[src/rtl/adsr_env.sv]
// ADSR envelope generator driving the VCA cv word.
// Gate edges steer the stage machine; per-stage arithmetic runs on prescaler ticks.
module adsr_env #(
  parameter int WIDTH    = 32,
  parameter int PRESCALE = 1,
  parameter int PRE_W    = 16
) (
  input  logic             clk,
  input  logic             reset,
  input  logic             gate,
  input  logic [WIDTH-1:0] attack_rate,
  input  logic [WIDTH-1:0] decay_rate,
  input  logic [WIDTH-1:0] sustain_level,
  input  logic [WIDTH-1:0] release_rate,
  output logic [WIDTH-1:0] env_out,
  output logic [2:0]       state_out,
  output logic             active
);

  typedef enum logic [2:0] {
    S_IDLE    = 3'd0,
    S_ATTACK  = 3'd1,
    S_DECAY   = 3'd2,
    S_SUSTAIN = 3'd3,
    S_RELEASE = 3'd4
  } state_t;

  localparam logic [WIDTH-1:0] ENV_MAX  = '1;
  localparam logic [PRE_W-1:0] PRE_LAST = PRE_W'(PRESCALE - 1);

  state_t           state_q, state_d;
  logic [WIDTH-1:0] env_q, env_d;
  logic             active_q, active_d;
  logic [PRE_W-1:0] pre_cnt_q, pre_cnt_d;
  logic             tick;

  logic [WIDTH:0]   attack_sum;
  logic             attack_full;
  logic [WIDTH:0]   decay_floor;
  logic             decay_done;
  logic             release_done;
  logic             gate_on;
  logic             gate_off;

  // Free-running prescaler; tick marks the last clock of each period.
  always_comb begin
    tick      = (pre_cnt_q == PRE_LAST);
    pre_cnt_d = tick ? '0 : pre_cnt_q + PRE_W'(1);
  end

  // Compares are done one bit wider so neither the add nor the subtract can wrap.
  always_comb begin
    attack_sum   = {1'b0, env_q} + {1'b0, attack_rate};
    attack_full  = (attack_sum >= {1'b0, ENV_MAX});
    decay_floor  = {1'b0, sustain_level} + {1'b0, decay_rate};
    decay_done   = ({1'b0, env_q} <= decay_floor);
    release_done = (env_q <= release_rate);
  end

  always_comb begin
    gate_on  = gate && ((state_q == S_IDLE) || (state_q == S_RELEASE));
    gate_off = !gate && ((state_q == S_ATTACK) || (state_q == S_DECAY) ||
                         (state_q == S_SUSTAIN));
  end

  // Gate edges win over ticks and leave env where it is (retrigger starts from env).
  always_comb begin
    state_d = state_q;
    env_d   = env_q;
    if (gate_on) begin
      state_d = S_ATTACK;
    end else if (gate_off) begin
      state_d = S_RELEASE;
    end else if (tick) begin
      unique case (state_q)
        S_ATTACK: begin
          if (attack_full) begin
            env_d   = ENV_MAX;
            state_d = S_DECAY;
          end else begin
            env_d = attack_sum[WIDTH-1:0];
          end
        end
        S_DECAY: begin
          if (decay_done) begin
            env_d   = sustain_level;
            state_d = S_SUSTAIN;
          end else begin
            env_d = env_q - decay_rate;
          end
        end
        S_SUSTAIN: begin
          env_d = sustain_level;
        end
        S_RELEASE: begin
          if (release_done) begin
            env_d   = '0;
            state_d = S_IDLE;
          end else begin
            env_d = env_q - release_rate;
          end
        end
        default: begin
          env_d = '0;
        end
      endcase
    end
  end

  always_comb begin
    active_d = (state_d != S_IDLE);
  end

  always_ff @(posedge clk) begin
    if (reset) begin
      state_q   <= S_IDLE;
      env_q     <= '0;
      active_q  <= 1'b0;
      pre_cnt_q <= '0;
    end else begin
      state_q   <= state_d;
      env_q     <= env_d;
      active_q  <= active_d;
      pre_cnt_q <= pre_cnt_d;
    end
  end

  assign env_out   = env_q;
  assign state_out = state_q;
  assign active    = active_q;

endmodule

[config.mk]
export PLATFORM = sky130hd
export DESIGN_NAME = adsr_env
export DESIGN_NICKNAME = d
export VERILOG_FILES = /design/src/rtl/adsr_env.sv
export SDC_FILE = /design/constraint.sdc
export NUM_CORES = 1
export LEC_CHECK = 0
export ABC_AREA = 1
export CAP_MARGIN = 0
export CORE_MARGIN = 1
export CORE_UTILIZATION = 40
export CTS_BUF_LIST = sky130_fd_sc_hd__clkbuf_8
export DETAILED_ROUTE_END_ITERATION = 16
export RECOVER_POWER = 50
export SLEW_MARGIN = 20
export SYNTH_ARGS = -nofsm -noshare
export SYNTH_HDL_FRONTEND = slang
export SYNTH_SLANG_ARGS = --single-unit
export TNS_END_PERCENT = 30
[constraint.sdc]
create_clock -name clk -period 6.95 [get_ports clk]
set_input_delay 1.39 -clock clk [delete_from_list [all_inputs] [get_ports clk]]
set_output_delay 1.39 -clock clk [all_outputs]
set_load 0.05 [all_outputs]
# --- Word-level counts from Yosys, hierarchy flattened ---
# Index checks and enable logic that the tools add are counted.
op_classes:
  bitwise: 2
  addsub: 5
  n_lt_le_gt_ge: 3
  eq_ne: 4
  mux: 11
  n_reduce_logical: 11
op_table:
  columns: ["cell", "n"]
  rows:
  - ["case mux 32 bit (4 select lines)", 1]
  - ["2-to-1 mux 32 bit", 3]
  - ["adder 32 x 32 -> 33 bit", 2]
  - ["subtractor 32 bit", 2]
  - [">= comparator 33 x 32 -> 1 bit (second input constant)", 1]
  - ["<= comparator 32 x 33 -> 1 bit", 1]
  - ["<= comparator 32 bit", 1]
  - ["2-to-1 mux 3 bit", 6]
  - ["adder 16 x 1 -> 16 bit (second input constant)", 1]
  - ["zero test 16 bit", 1]
  - ["case mux 3 bit (3 select lines)", 1]
  - ["== test 3 x 2 -> 1 bit (second input constant)", 2]
  - ["== test 3 x 1 -> 1 bit (second input constant)", 1]
  - ["== test 3 bit (second input constant)", 1]
  - ["zero test 3 bit", 1]
  - ["logical OR 1 bit", 3]
  - ["AND reduction 3 bit", 1]
  - ["nonzero test 3 bit", 1]
  - ["logical AND 1 bit", 2]
  - ["inverter 1 bit", 2]
  - ["OR reduction 2 bit", 1]
  - ["zero test 1 bit", 1]
totals:
  inputBits: 131
  elab_cells: 40
  output_inout_bits: 36
  register_bits: 52

# --- Longest topological paths before layout ---
logic_depth:
  word_depth: 8
  depth_mapped: 33

# --- Worst setup path before layout ---
# No wires, ideal clock.
synth_timing:
  path_type: "input -> register"
  start: "input port decay_rate[2]"
  end: "register env_q[24] (netlist: env_out[24])"
  setup_slack_ns: 1.897
  arrival_time_ns: 4.983
  n_path_buf: 2
  stages: 29
  setup_ns: 0.070
  path_cell_list: "ha_1 a21oi_1 o21ai_1 a21oi_1 o21ai_1 a21boi_0 o21ai_1 a21boi_0 nor2_1 nand2_1 nand4_1 xnor2_1 ha_1 nand4_1 nor3_1 nand2_1 nand2_1 nand2_1 nand2_1 nand2_1 nand2_1 nand3_2 buf_6 buf_2 o21ai_0 nand2_1 nand3_1 nand2_1 a21oi_1"
synth_via:
  elab_chain_cells: 4
  word_cells_on_any_way: 5
  classes_between: "2 x add/sub; 1 x order compare; 2 x mux"
synth_rtl:
  columns: ["item", "line_no", "rtl"]
  rows:
  - ["start, declared", "12", "input logic [WIDTH-1:0] decay_rate,"]
  - ["adder 32 x 32 -> 33 bit", "55", "decay_floor = {1'b0, sustain_level} + {1'b0, decay_rate};"]
  - ["<= comparator 32 x 33 -> 1 bit", "56", "decay_done = ({1'b0, env_q} <= decay_floor);"]
  - ["2-to-1 mux 32 bit (*)", "85", "if (decay_done) begin"]
  - ["case mux 32 bit (4 select lines) (*)", "75", "unique case (state_q)"]
  - ["end signal, assigned", "122", "env_q <= env_d;"]
  - ["end, declared", "32", "logic [WIDTH-1:0] env_q, env_d;"]
# Every way passes the cells marked *; elsewhere a longest branch is shown, timed or not.
# A chain may end at the register's enable or synchronous reset.

# --- Worst setup path in the final report ---
layout_timing:
  start: "input port decay_rate[2]"
  end: "register env_q[0] (netlist: env_out[0])"
layout_via:
  elab_chain_cells: 4
layout_rtl:
  columns: ["item", "line_no"]
  rows:
  - ["adder 32 x 32 -> 33 bit", "55"]
  - ["<= comparator 32 x 33 -> 1 bit", "56"]
  - ["2-to-1 mux 32 bit", "85"]
  - ["case mux 32 bit (4 select lines)", "75"]
# No other way between the ends.

==> impl_metrics.env <==
export IMPL_outcome="finished, violations left"
export IMPL_violations="capacitance limit, slew limit"
export IMPL_powerDensity_nw_per_um2=151
export IMPL_slew_violations=37
export IMPL_cts_sinks=52
export IMPL_yosysWarningCount=0
export IMPL_syn_cell_area_um2=12000
export IMPL_io_pins=167
export IMPL_max_cap_violations=1
export IMPL_setup_viol=0
export IMPL_cts_tree="yes"
export IMPL_io_buffer_count=166
export IMPL_crit_top_cell="nand2_1"
export IMPL_layout_nets=2570
export IMPL_r2r_worst_path_cells=19
export IMPL_viasPerCell=5.37
export IMPL_cellLeakagePower_nw=7.47
export IMPL_rrSetupSlack_ns=2.94
export IMPL_yosysSeqAreaShare=0.0870
export IMPL_gp_routability_congestion=0.986
export IMPL_final_layout_size_suffix_gt1_frac=0.0215
export IMPL_die_area_um2=30600
export IMPL_synth_top_area_share=0.196
export IMPL_ys_ff_latch=52
export IMPL_numCtsBuffers=5
export IMPL_power_mw=2.13
export IMPL_hpwl_um=42000
export IMPL_cts_hold_buffers_added=0
export IMPL_die_h_um=175
export IMPL_max_stage_delay_ns=0.44
export IMPL_cp_startpoint="decay_rate[2]"
export IMPL_fp_dieW_um=175
export IMPL_r2r_start="env_out[0]"
export IMPL_insertion_delay_ns=0.36
export IMPL_synth_cells=2121
export IMPL_ant_nets=0
export IMPL_hold_class="register to register"
export IMPL_synth_fp_nets=2417
export IMPL_path_clk_slew_ns=0.13
export IMPL_fin_setup_tns_ns=0
export IMPL_grt_pass1_wl_um=74800
export IMPL_synth_enable_flop_cells=0
export IMPL_rsz0062_at_grt="no"
export IMPL_hold_viol=0
export IMPL_ir_drop_uv=151
export IMPL_core_region_area_um2=29100
export IMPL_dominantRegCellSynth="dfxtp_1"
export IMPL_drt_initial_drc_count=1081
export IMPL_cp_end_kind="register"
export IMPL_final_min_clock_period_ns=6.36
export IMPL_ys_types=47
export IMPL_worst_path_max_fanout=11
export IMPL_cp_start_kind="input port"
export IMPL_timing_rr_end="env_out[7]"
export IMPL_yosysMostFrequentCell="nand2_1"
export IMPL_cp_data_arrival_time_ns=6.53
export IMPL_cp_required_ns=7.12
export IMPL_synth_area_per_cell_um2=5.64
export IMPL_antenna_found_initial=0
export IMPL_cts_root_buf="clkbuf_8"
export IMPL_async_flop_share=0
export IMPL_grt_ovfl_total=0
export IMPL_grt_pass1_vias=13900
export IMPL_htree_levels=2
export IMPL_finalCritPeriodShare=0.916
export IMPL_drt_total_wl_um=48800
export IMPL_crit_type="input port to register"
export IMPL_worst_clock_skew_ns=0.0140
export IMPL_tightest_slew_ns=2.18
export IMPL_drc_errors=0
export IMPL_std_cell_rows=62
export IMPL_synth_area_top_cells="nand2_1 20%, ha_1 17%, inv_1 11%"
export IMPL_cp_endpoint="env_out[0]"
export IMPL_drt_pass1_iter_count=5
export IMPL_ys_top_cells_by_count="624 x nand2_1, 345 x inv_1, 203 x a21oi_1"
export IMPL_grt_util_all_layers=0.317
export IMPL_initial_utilization=0.412
export IMPL_fmax_ghz=0.157
export IMPL_yosys_area_top_type="nand2_1"
export IMPL_cp_slowest_cell="clkdlybuf4s50_1"
export IMPL_syn_to_final_growth_pct=18.0
export IMPL_cts_path_max_buffers=2
export IMPL_wl_per_cell_um=18.3
export IMPL_vias=14300
export IMPL_final_util=0.486
export IMPL_post_cts_resize_count=0
export IMPL_grt_max_degree=37
export IMPL_cts_setup_buffers=0
export IMPL_relSlewSlack=-0.452
[logic make-up (layout without fill, tap and decap cells)]
logic type / after synthesis / count (layout) / share of synthesized area
buffers and inverters: 376 / 530 / 0.123
adder cells (fa/ha/maj): 165 / 165 / 0.175
AO/OA/AOI/OAI: 400 / 400 / 0.187
AND/OR/NAND/NOR: 1040 / 1040 / 0.364
XOR/XNOR: 88 / 88 / 0.0644
flip-flops: 52 / 52 / 0.0870
other: 0 / 1 / 0
[layer usage]
| metal | part of all wire | track usage |
|---|---|---|
| met1 | 0.44 | 0.411 |
| met2 | 0.46 | 0.545 |
| met3 | 0.062 | 0.0311 |
| met4 | 0.032 | 0.105 |
| met5 | 0 | 0 |
[placed cells by master (no fill, tap or decap), drive strengths merged, types with 34 or more instances in the layout]
cell and count:
a21oi 205, clkdlybuf4s50 137, dfxtp 52, ha 161, inv 349, nand2 629, nand3 136, nand4 34
nor2 185, o21ai 106, xnor2 41, xor2 47
[worst max-delay path, delay by kind of cell]
kind            cells  cell delay, ns
simple gates       19            2.38
compound gates      7            1.37
fa+ha+maj           2            0.64
buf+inv             2            0.61
xor+xnor            1            0.14
[power breakdown]
group          internal (mW)  leakage [nW]  total (mW)  switching (mW)
Sequential             0.324         0.422       0.403          0.0792
Clock                 0.0767        0.0511       0.217           0.140
Combinational          0.536          6.99        1.51           0.979
Total                  0.936          7.47        2.13            1.20
[area by class of cell]
cell class | count | area [um^2]
fill | 3204 | 15000
multi-input combinational | 1693 | 9470
timing repair buffer | 176 | 1730
inverter | 346 | 1300
sequential | 52 | 1040
tap | 384 | 480
clock buffer | 5 | 68.8
clock inverter | 3 | 28.8
antenna | 1 | 2.50
[worst min-delay path by stage]
stage	start	slack, ns	cells after the start	endpoint
floorplan	pre_cnt_q[0]	0.42	1	pre_cnt_q[0]
global placement	pre_cnt_q[0]	0.43	1	pre_cnt_q[0]
detailed placement	pre_cnt_q[0]	0.45	1	pre_cnt_q[0]
CTS	pre_cnt_q[0]	0.47	1	pre_cnt_q[0]
global route	pre_cnt_q[0]	0.50	1	pre_cnt_q[0]
finish	pre_cnt_q[0]	0.46	1	pre_cnt_q[0]
[through the flow]
step | hold slack (ns) | worst slack [ns] | std cells | instance area (um^2)
after floorplan | 0.417 | 1.90 | 2121 | 12000
after global placement | 0.433 | 0.363 | 2651 | 14000
after detailed placement | 0.449 | 0.254 | 2651 | 14000
after CTS | 0.471 | 0.644 | 2659 | 14100
after global routing | 0.497 | 0.225 | 2659 | 14100
final | 0.464 | 0.586 | 2660 | 14100
[registers in the layout, summed over array words and instances (netlist names)]
register   count
env_out       32
active         1
state_out      3
pre_cnt_q     16
Note: power is estimated with default switching activity, not from simulation.
